--- src/rtl/vgacon_pkg.sv ---
// Shared types and constants for the VGA console terminal controller.
// State encoding, control codes and default geometry.
package vgacon_pkg;

   typedef enum logic [1:0] {
      IDLE,
      PUT,
      SCROLL,
      CLEAR
   } tty_state_e;

   localparam logic [6:0] CHR_BS = 7'h08;
   localparam logic [6:0] CHR_LF = 7'h0A;
   localparam logic [6:0] CHR_FF = 7'h0C;
   localparam logic [6:0] CHR_CR = 7'h0D;

   localparam int         DEF_NUM_ROWS  = 3;
   localparam int         DEF_NUM_COLS  = 10;
   localparam logic [7:0] DEF_FILL_CHAR = 8'h20;

   function automatic logic is_print(input logic [6:0] c);
      return (c >= 7'h20) && (c <= 7'h7E);
   endfunction

endpackage

--- src/rtl/vgacon_tty_fifo.sv ---
// 4x8 synchronous FIFO in front of the terminal decoder.
// Push while full and pop while empty are ignored.
module vgacon_tty_fifo (
   input  logic       clk,
   input  logic       rst_n,
   input  logic       push_i,
   input  logic [7:0] data_i,
   input  logic       pop_i,
   output logic [7:0] data_o,
   output logic       full_o,
   output logic       empty_o
);

   logic [7:0] mem_q [4];
   logic [1:0] wp_q, wp_d;
   logic [1:0] rp_q, rp_d;
   logic [2:0] cnt_q, cnt_d;
   logic       do_push, do_pop;

   assign full_o  = (cnt_q == 3'd4);
   assign empty_o = (cnt_q == 3'd0);
   assign data_o  = mem_q[rp_q];
   assign do_push = push_i & ~full_o;
   assign do_pop  = pop_i & ~empty_o;

   // pointer and occupancy next-state
   always_comb begin
      wp_d  = do_push ? wp_q + 2'd1 : wp_q;
      rp_d  = do_pop ? rp_q + 2'd1 : rp_q;
      cnt_d = cnt_q;
      if (do_push && !do_pop) cnt_d = cnt_q + 3'd1;
      if (do_pop && !do_push) cnt_d = cnt_q - 3'd1;
   end

   // pointers reset to empty
   always_ff @(posedge clk or negedge rst_n) begin
      if (!rst_n) begin
         wp_q  <= '0;
         rp_q  <= '0;
         cnt_q <= '0;
      end else begin
         wp_q  <= wp_d;
         rp_q  <= rp_d;
         cnt_q <= cnt_d;
      end
   end

   // storage needs no reset
   always_ff @(posedge clk) begin
      if (do_push) mem_q[wp_q] <= data_i;
   end

endmodule

--- src/rtl/vgacon_tty_ctrl.sv ---
// Terminal write sequencer: byte stream to text buffer writes.
// Optional input FIFO enabled by VGACON_TTY_FIFO_EN.
module vgacon_tty_ctrl
   import vgacon_pkg::*;
#(
   parameter int         NUM_ROWS  = DEF_NUM_ROWS,
   parameter int         NUM_COLS  = DEF_NUM_COLS,
   parameter logic [7:0] FILL_CHAR = DEF_FILL_CHAR
) (
   input  logic       clk,
   input  logic       rst_n,
   input  logic       in_valid,
   input  logic [7:0] in_data,
   output logic       in_ready,
   input  logic       host_busy,
   output logic       buf_we,
   output logic [4:0] buf_waddr,
   output logic [7:0] buf_wdata,
   output logic [4:0] buf_raddr,
   input  logic [7:0] buf_rdata,
   output logic       busy,
   output logic [1:0] cur_row,
   output logic [3:0] cur_col
);

   localparam int         NUM_CHARS = NUM_ROWS * NUM_COLS;
   localparam logic [1:0] LAST_ROW  = 2'(NUM_ROWS - 1);
   localparam logic [3:0] LAST_COL  = 4'(NUM_COLS - 1);
   localparam logic [4:0] LAST_IDX  = 5'(NUM_CHARS - 1);
   localparam logic [4:0] MOVE_N    = 5'(NUM_CHARS - NUM_COLS);
   localparam logic [4:0] COLS5     = 5'(NUM_COLS);

   tty_state_e state_q, state_d;
   logic [1:0] row_q, row_d;
   logic [3:0] col_q, col_d;
   logic [4:0] idx_q, idx_d;
   logic [7:0] chr_q, chr_d;

   logic       dec_valid;
   logic       dec_take;
   logic [7:0] dec_data;
   logic [6:0] code;
   logic       fifo_busy;
   logic       wr_en;
   logic [4:0] cur_addr;

`ifdef VGACON_TTY_FIFO_EN
   logic fifo_full;
   logic fifo_empty;

   vgacon_tty_fifo u_fifo (
      .clk     (clk),
      .rst_n   (rst_n),
      .push_i  (in_valid & ~fifo_full),
      .data_i  (in_data),
      .pop_i   (dec_take),
      .data_o  (dec_data),
      .full_o  (fifo_full),
      .empty_o (fifo_empty)
   );

   assign in_ready  = ~fifo_full;
   assign dec_valid = ~fifo_empty;
   assign fifo_busy = ~fifo_empty;
`else
   assign in_ready  = (state_q == IDLE);
   assign dec_valid = in_valid;
   assign dec_data  = in_data;
   assign fifo_busy = 1'b0;
`endif

   assign dec_take = dec_valid & (state_q == IDLE);
   assign code     = dec_data[6:0];
   assign wr_en    = (state_q != IDLE) & ~host_busy;
   assign cur_addr = 5'({3'b0, row_q}) * COLS5 + {1'b0, col_q};

   // state, cursor, index and latched byte
   always_ff @(posedge clk or negedge rst_n) begin
      if (!rst_n) begin
         state_q <= IDLE;
         row_q   <= '0;
         col_q   <= '0;
         idx_q   <= '0;
         chr_q   <= '0;
      end else begin
         state_q <= state_d;
         row_q   <= row_d;
         col_q   <= col_d;
         idx_q   <= idx_d;
         chr_q   <= chr_d;
      end
   end

   // decode and sequencing; cursor/idx move only on a write
   always_comb begin
      state_d = state_q;
      row_d   = row_q;
      col_d   = col_q;
      idx_d   = idx_q;
      chr_d   = chr_q;
      unique case (state_q)
         IDLE: begin
            if (dec_take) begin
               if (is_print(code)) begin
                  chr_d   = dec_data;
                  state_d = PUT;
               end else if (code == CHR_CR) begin
                  col_d = '0;
               end else if (code == CHR_LF) begin
                  col_d = '0;
                  if (row_q < LAST_ROW) begin
                     row_d = row_q + 2'd1;
                  end else begin
                     state_d = SCROLL;
                     idx_d   = '0;
                  end
               end else if (code == CHR_BS) begin
                  if (col_q != 4'd0) col_d = col_q - 4'd1;
               end else if (code == CHR_FF) begin
                  state_d = CLEAR;
                  idx_d   = '0;
               end
            end
         end
         PUT: begin
            if (wr_en) begin
               if (col_q < LAST_COL) begin
                  col_d   = col_q + 4'd1;
                  state_d = IDLE;
               end else begin
                  col_d = '0;
                  if (row_q < LAST_ROW) begin
                     row_d   = row_q + 2'd1;
                     state_d = IDLE;
                  end else begin
                     state_d = SCROLL;
                     idx_d   = '0;
                  end
               end
            end
         end
         SCROLL: begin
            if (wr_en) begin
               if (idx_q == LAST_IDX) begin
                  state_d = IDLE;
                  idx_d   = '0;
                  row_d   = LAST_ROW;
                  col_d   = '0;
               end else begin
                  idx_d = idx_q + 5'd1;
               end
            end
         end
         CLEAR: begin
            if (wr_en) begin
               if (idx_q == LAST_IDX) begin
                  state_d = IDLE;
                  idx_d   = '0;
                  row_d   = '0;
                  col_d   = '0;
               end else begin
                  idx_d = idx_q + 5'd1;
               end
            end
         end
      endcase
   end

   // buffer port drive from registered state
   always_comb begin
      buf_waddr = '0;
      buf_wdata = '0;
      buf_raddr = '0;
      unique case (state_q)
         IDLE: begin
         end
         PUT: begin
            buf_waddr = cur_addr;
            buf_wdata = chr_q;
         end
         SCROLL: begin
            buf_waddr = idx_q;
            if (idx_q < MOVE_N) begin
               buf_raddr = idx_q + COLS5;
               buf_wdata = buf_rdata;
            end else begin
               buf_wdata = FILL_CHAR;
            end
         end
         CLEAR: begin
            buf_waddr = idx_q;
            buf_wdata = FILL_CHAR;
         end
      endcase
   end

   assign buf_we  = wr_en;
   assign busy    = (state_q != IDLE) | fifo_busy;
   assign cur_row = row_q;
   assign cur_col = col_q;

endmodule

--- config.mk ---
export PLATFORM = sky130hd
export DESIGN_NAME = vgacon_tty_ctrl
export DESIGN_NICKNAME = d
export VERILOG_FILES = /design/src/rtl/vgacon_pkg.sv /design/src/rtl/vgacon_tty_fifo.sv /design/src/rtl/vgacon_tty_ctrl.sv
export SDC_FILE = /design/constraint.sdc
export NUM_CORES = 1
export LEC_CHECK = 0
export CAP_MARGIN = 15
export CORE_MARGIN = 3
export CORE_UTILIZATION = 45
export DETAILED_ROUTE_END_ITERATION = 8
export GPL_ROUTABILITY_DRIVEN = 1
export PLACE_DENSITY = 0.75
export SYNTH_ARGS = -nofsm -noshare
export SYNTH_HDL_FRONTEND = slang
export SYNTH_SLANG_ARGS = --single-unit
--- constraint.sdc ---
create_clock -name clk -period 4.74 [get_ports clk]
set_input_delay 0.474 -clock clk [delete_from_list [all_inputs] [get_ports clk]]
set_output_delay 0.474 -clock clk [all_outputs]
set_load 0.005 [all_outputs]
### Yosys cells after proc, flatten, opt, wreduce, memory -nomap -nowiden

Index checks and enable logic that the tools add are counted.

* bits in registers: 21
* bits of input ports: 20
* output and inout bits: 27
* word-level logic and storage cells: 109

* add/sub/neg operators: 6
* multiply operators: 1
* order comparisons: 5
* equal/unequal tests: 28
* multiplexer cells: 51
* bitwise gates (word level): 3
* reduce and logical (&&, ||, !) cells: 10

Operators with widths (number)
* 5-bit two-way mux: 13
* 2-bit two-way mux: 21
* 4-bit two-way mux: 10
* 7-bit by 4-bit == test with 1-bit output (second input constant): 4
* 8-bit case mux with 3 select lines: 1
* 2-bit inequality test (second input constant): 8
* 8-bit AND reduction: 2
* 5-bit case mux with 3 select lines: 1
* 4-bit by 1-bit inequality test with 1-bit output (second input constant): 3
* 4-bit case mux with 3 select lines: 1
* 5-bit case mux with 2 select lines: 1
* 10-bit AND reduction: 1
* 8-bit two-way mux: 1
* 2-bit by 1-bit inequality test with 1-bit output (second input constant): 4
* 4-bit inequality test (second input constant): 2
* 2-bit case mux with 4 select lines: 1
* 7-bit by 6-bit >= comparator with 1-bit output (second input constant): 1
* 7-bit <= comparator (second input constant): 1
* 7-bit AND reduction: 1
* 3-bit inequality test (second input constant): 2
* 2-bit case mux with 3 select lines: 1
* 5-bit by 1-bit adder with 5-bit output (second input constant): 1
* 5-bit by 4-bit adder with 5-bit output: 1
* 5-bit by 4-bit adder with 5-bit output (second input constant): 1
* 19 further kinds: 21

### Longest topological paths before layout

* depth after elaboration: 8
* depth in mapped cells: 7
* gate-level depth less buffers: 7

### Worst setup path after synthesis

Ideal clock, no wire load.

* kind: register to output
* start point: reg row_q[1], in the netlist cur_row[1]
* end point: out buf_waddr[3]
* data arrival time: 1.480 ns
* required time: 4.266 ns
* slack: 2.786 ns
* cell stages (with the launch flop): 6
* cell sequence: dfrtp_1 > clkbuf_1 > inv_1 > fa_1 > xor2_1 > o21ai_0

* cells in the longest elaborated chain, start to end: 3

RTL lines
* from (decl): line vgacon_tty_ctrl.sv:34 `logic [1:0] row_q, row_d;`
* from (signal assigned): line vgacon_tty_ctrl.sv:87 `row_q <= row_d;`
* 2-bit by 3-bit multiplier with 4-bit output: line vgacon_tty_ctrl.sv:75 `assign cur_addr = 5'({3'b0, row_q}) * COLS5 + {1'b0, col_q};`
* 5-bit by 4-bit adder with 5-bit output: line vgacon_tty_ctrl.sv:75
* 5-bit case mux with 2 select lines: line vgacon_tty_ctrl.sv:174 `unique case (state_q)`
* to (decl): line vgacon_tty_ctrl.sv:17 `output logic [4:0] buf_waddr,`

No other way between the ends.

### Worst setup path in the final report

* start point: reg state_q[1]
* end point: out buf_wdata[1]

* cells in the longest elaborated chain, start to end: 2

RTL lines
* from (decl): line vgacon_tty_ctrl.sv:33 `tty_state_e state_q, state_d;`
* from (signal assigned): line vgacon_tty_ctrl.sv:86 `state_q <= state_d;`
* 2-bit == test / 2-bit by 1-bit == test with 1-bit output (equally long branches): line vgacon_tty_ctrl.sv:174
* 8-bit case mux with 3 select lines (*): line vgacon_tty_ctrl.sv:174
* to (decl): line vgacon_tty_ctrl.sv:18 `output logic [7:0] buf_wdata,`

Mark *: on every way between the ends. The rest lies on a longest branch, timed or not.

==> results.md <==
* Cts hold-fix bufs at 0
* Synth Flop Type: dfrtp_1
* Initial antenna violation count at 0
* Share of the synthesized area in the top cell type at 30.4%
* Final Cycle Share at 59.5%
* Cell leakage power at 0.931 nW
* Vias/cell at 5.92
* DR pass1 iterations at 4
* Synth cell count leaders: 21 x dfrtp_1, 17 x nand2_1, 11 x mux2_2, 11 x o21ai_0, 10 x nor2_1
* CP Max Fanout at 25
* Syn Std Cell Area at 1730 um^2
* Buffers on Ports at 46
* Clock root cell: clkbuf_8
* RSZ-0062 raised after global routing: no
* Largest family of logic cells by synthesized area: compound AO/OA/AOI/OAI gates
* Sequential fraction of the synthesis area at 30.4%
* Reg-to-reg critical path endpoint: cur_col[0]
* Dominant cells by area after synthesis: dfrtp_1 30%, mux2_2 7.2%, ha_1 6.5%
* Share of layout cells above drive strength 1 at 10.6%
* FF+latch count, synth at 21
* GRT met2 Usage at 37.5%
* Post-synth cell types at 55
* R2R cell count at 6
* Peak supply drop at 0.288 mV
* Area leader, netlist: dfrtp_1
* Worst-margin pin slew at 0.979 ns
* Max_slew headroom at 34.5%
* Post-cts resize count at 0
* Post-synthesis mux area share at 7.17%
* CP endpoint: buf_wdata[1]
* # DRC at 0
* Worst Hold Class: reg2reg
* Layout fillers at 323
* Largest net degree at the start of global routing at 26
* Most common cell in the netlist: dfrtp_1
* Xor/xnor share of the synthesized area at 2.03%
* Vias at 1609
* Final setup fails at 0
* Core footprint at 3520 um^2
* Total grt overflow at 0
* Compound-gate portion of the synthesized area at 27.1%
* Status: complete, no violations
* Post-DR wirelength/cell at 16.5 um
* GR peak layer: met2
* Rows at 21
* Synth Area in Adders at 7.68%
* Launch point of the worst reg-to-reg path: state_q[1]
* Clock slew at reported path FFs at 0.08 ns
* Skew-Pair Late Insertion Delay at 0.26 ns
* Pins Over Slew Limit at 0
* Crit end category: output port
* Synth Net Count at 219
* # clock sinks at 21
* Chip Width at 67.9 um
* Final #Nets at 257
* First-pass GRT wire length at 7.90 mm
* Maximum buffer depth of the clock tree at 2
* Syn-to-layout area delta at 28.7%
* TritonCTS buffer count at 3
* Post-synth EDFFs at 0
* Register area at 526 um^2
* Hpwl dp at 3.40 mm
* Ys async rst share at 100%
* Initial Util at 49.0%
* Routed WL at 4.49 mm
* Mapped Cells at 189
* Iteration-0 DRC Markers at 118
* Critical Path RT at 4.27 ns
* TritonCTS clock tree: yes
* Met3 Use GR at 2.79%
* CP Launch Type: flop
* Setup bufs post-CTS at 0
* Skew final at 0.00371 ns
* Fin Hold WS at 0.513 ns
* Type of the worst setup path: reg2out
* DRT antenna net count at 0
* Depth of the CTS H-tree at 1
* Die Y at 67.9 um
* Syn Area/Cell at 9.14 um^2
* Total GRT Usage at 22.1%
* Met1 global-route usage at 29.1%
* Synth warn at 0
* Ant. Diodes at 0
* Max Freq at 355 MHz
* Max cap viols at 0
* Final Wtd Congestion at 0.854
* Arr. time, crit path at 2.35 ns
* Post-route setup TNS at 0 ns
* Power per cell area at 590 nW/um^2
* FF-to-FF setup slack at 2.46 ns
* Die ar. at 4620 um^2
* Crit path from: state_q[1]
* Final Hold Viols at 0
* Tmin final at 2.82 ns
* Multi-input logic area at 1100 um^2
* Vias in the first global route at 1663
* I/O pins at 47
* Simple-Gate Fraction of Synth Area at 19.8%
[through the flow]
stage	util (%)	power, W	setup WS, ns	instance area, um^2	cells
3_3_place_gp	61.8	0.00116	2.27	2180	268
4_1_cts	63.1	0.00132	1.91	2220	272
5_1_grt	63.1	0.00143	1.74	2220	272
3_5_place_dp	61.8	0.00119	2.21	2180	268
6_report	63.1	0.00131	1.92	2220	272
2_1_floorplan	-	0.000867	2.79	1730	189
[per-layer routing]
layer / wire length [um] / vias up
met1: 2010 / 780
met4: 63 / 0
met2: 2240 / 39
li1: - / 783
met3: 180 / 7
met5: 0 / -
[cells by family (layout without fill, tap and decap cells)]
kind of cell	count (synthesis)	in the layout
fa+ha+maj	10	10
buf+inv	21	58
flops	21	21
simple gates	61	61
xor+xnor	4	4
mux	11	11
compound gates	61	61
[registers in the layout, indices dropped and copies added (netlist names)]
signal,flops
state_q,2
chr_q,8
idx_q,5
cur_col,4
cur_row,2
[layout by cell type, fill, tap and decap left out, drive strengths merged, types with 5 or more instances in the layout]
master,count
a21oi,6
a22o,9
clkdlybuf4s50,46
dfrtp,21
ha,9
inv,8
mux2,11
nand2,17
nand3,5
nor2,10
nor2b,5
o21ai,12
o31ai,5
[final cells by class]
cell class                 instances  area share (%)
inverter                           8            1.46
multi-input combinational        147            49.5
timing repair buffer              46            20.7
clock buffer                       4            2.03
tap                               46            2.59
sequential                        21            23.6
[critical path: stages, from the launching register on]
cell and delay (ns):
dfrtp_1 0.64, nor2b_1 0.68, a22o_1 0.25, clkdlybuf4s50_1 0.50
[power by group]
group | leakage, nW | total, W | internal (W) | switching (W)
clock network | 0.0228 | 0.000121 | 0.0000600 | 0.0000608
logic | 0.653 | 0.000787 | 0.000444 | 0.000343
registers | 0.255 | 0.000403 | 0.000260 | 0.000144
[worst min-delay path by stage]
stage / end / slack [ns] / cells past startpoint / start
finish: chr_q[0] / 0.51 / 1 / chr_q[0]
global route: chr_q[0] / 0.54 / 1 / chr_q[0]
CTS: chr_q[2] / 0.52 / 1 / chr_q[2]
detailed placement: chr_q[4] / 0.50 / 1 / chr_q[4]
global placement: chr_q[7] / 0.49 / 1 / chr_q[7]
floorplan: chr_q[0] / 0.18 / 0 / rst_n
No activity file was read; power rests on OpenSTA's default activity.
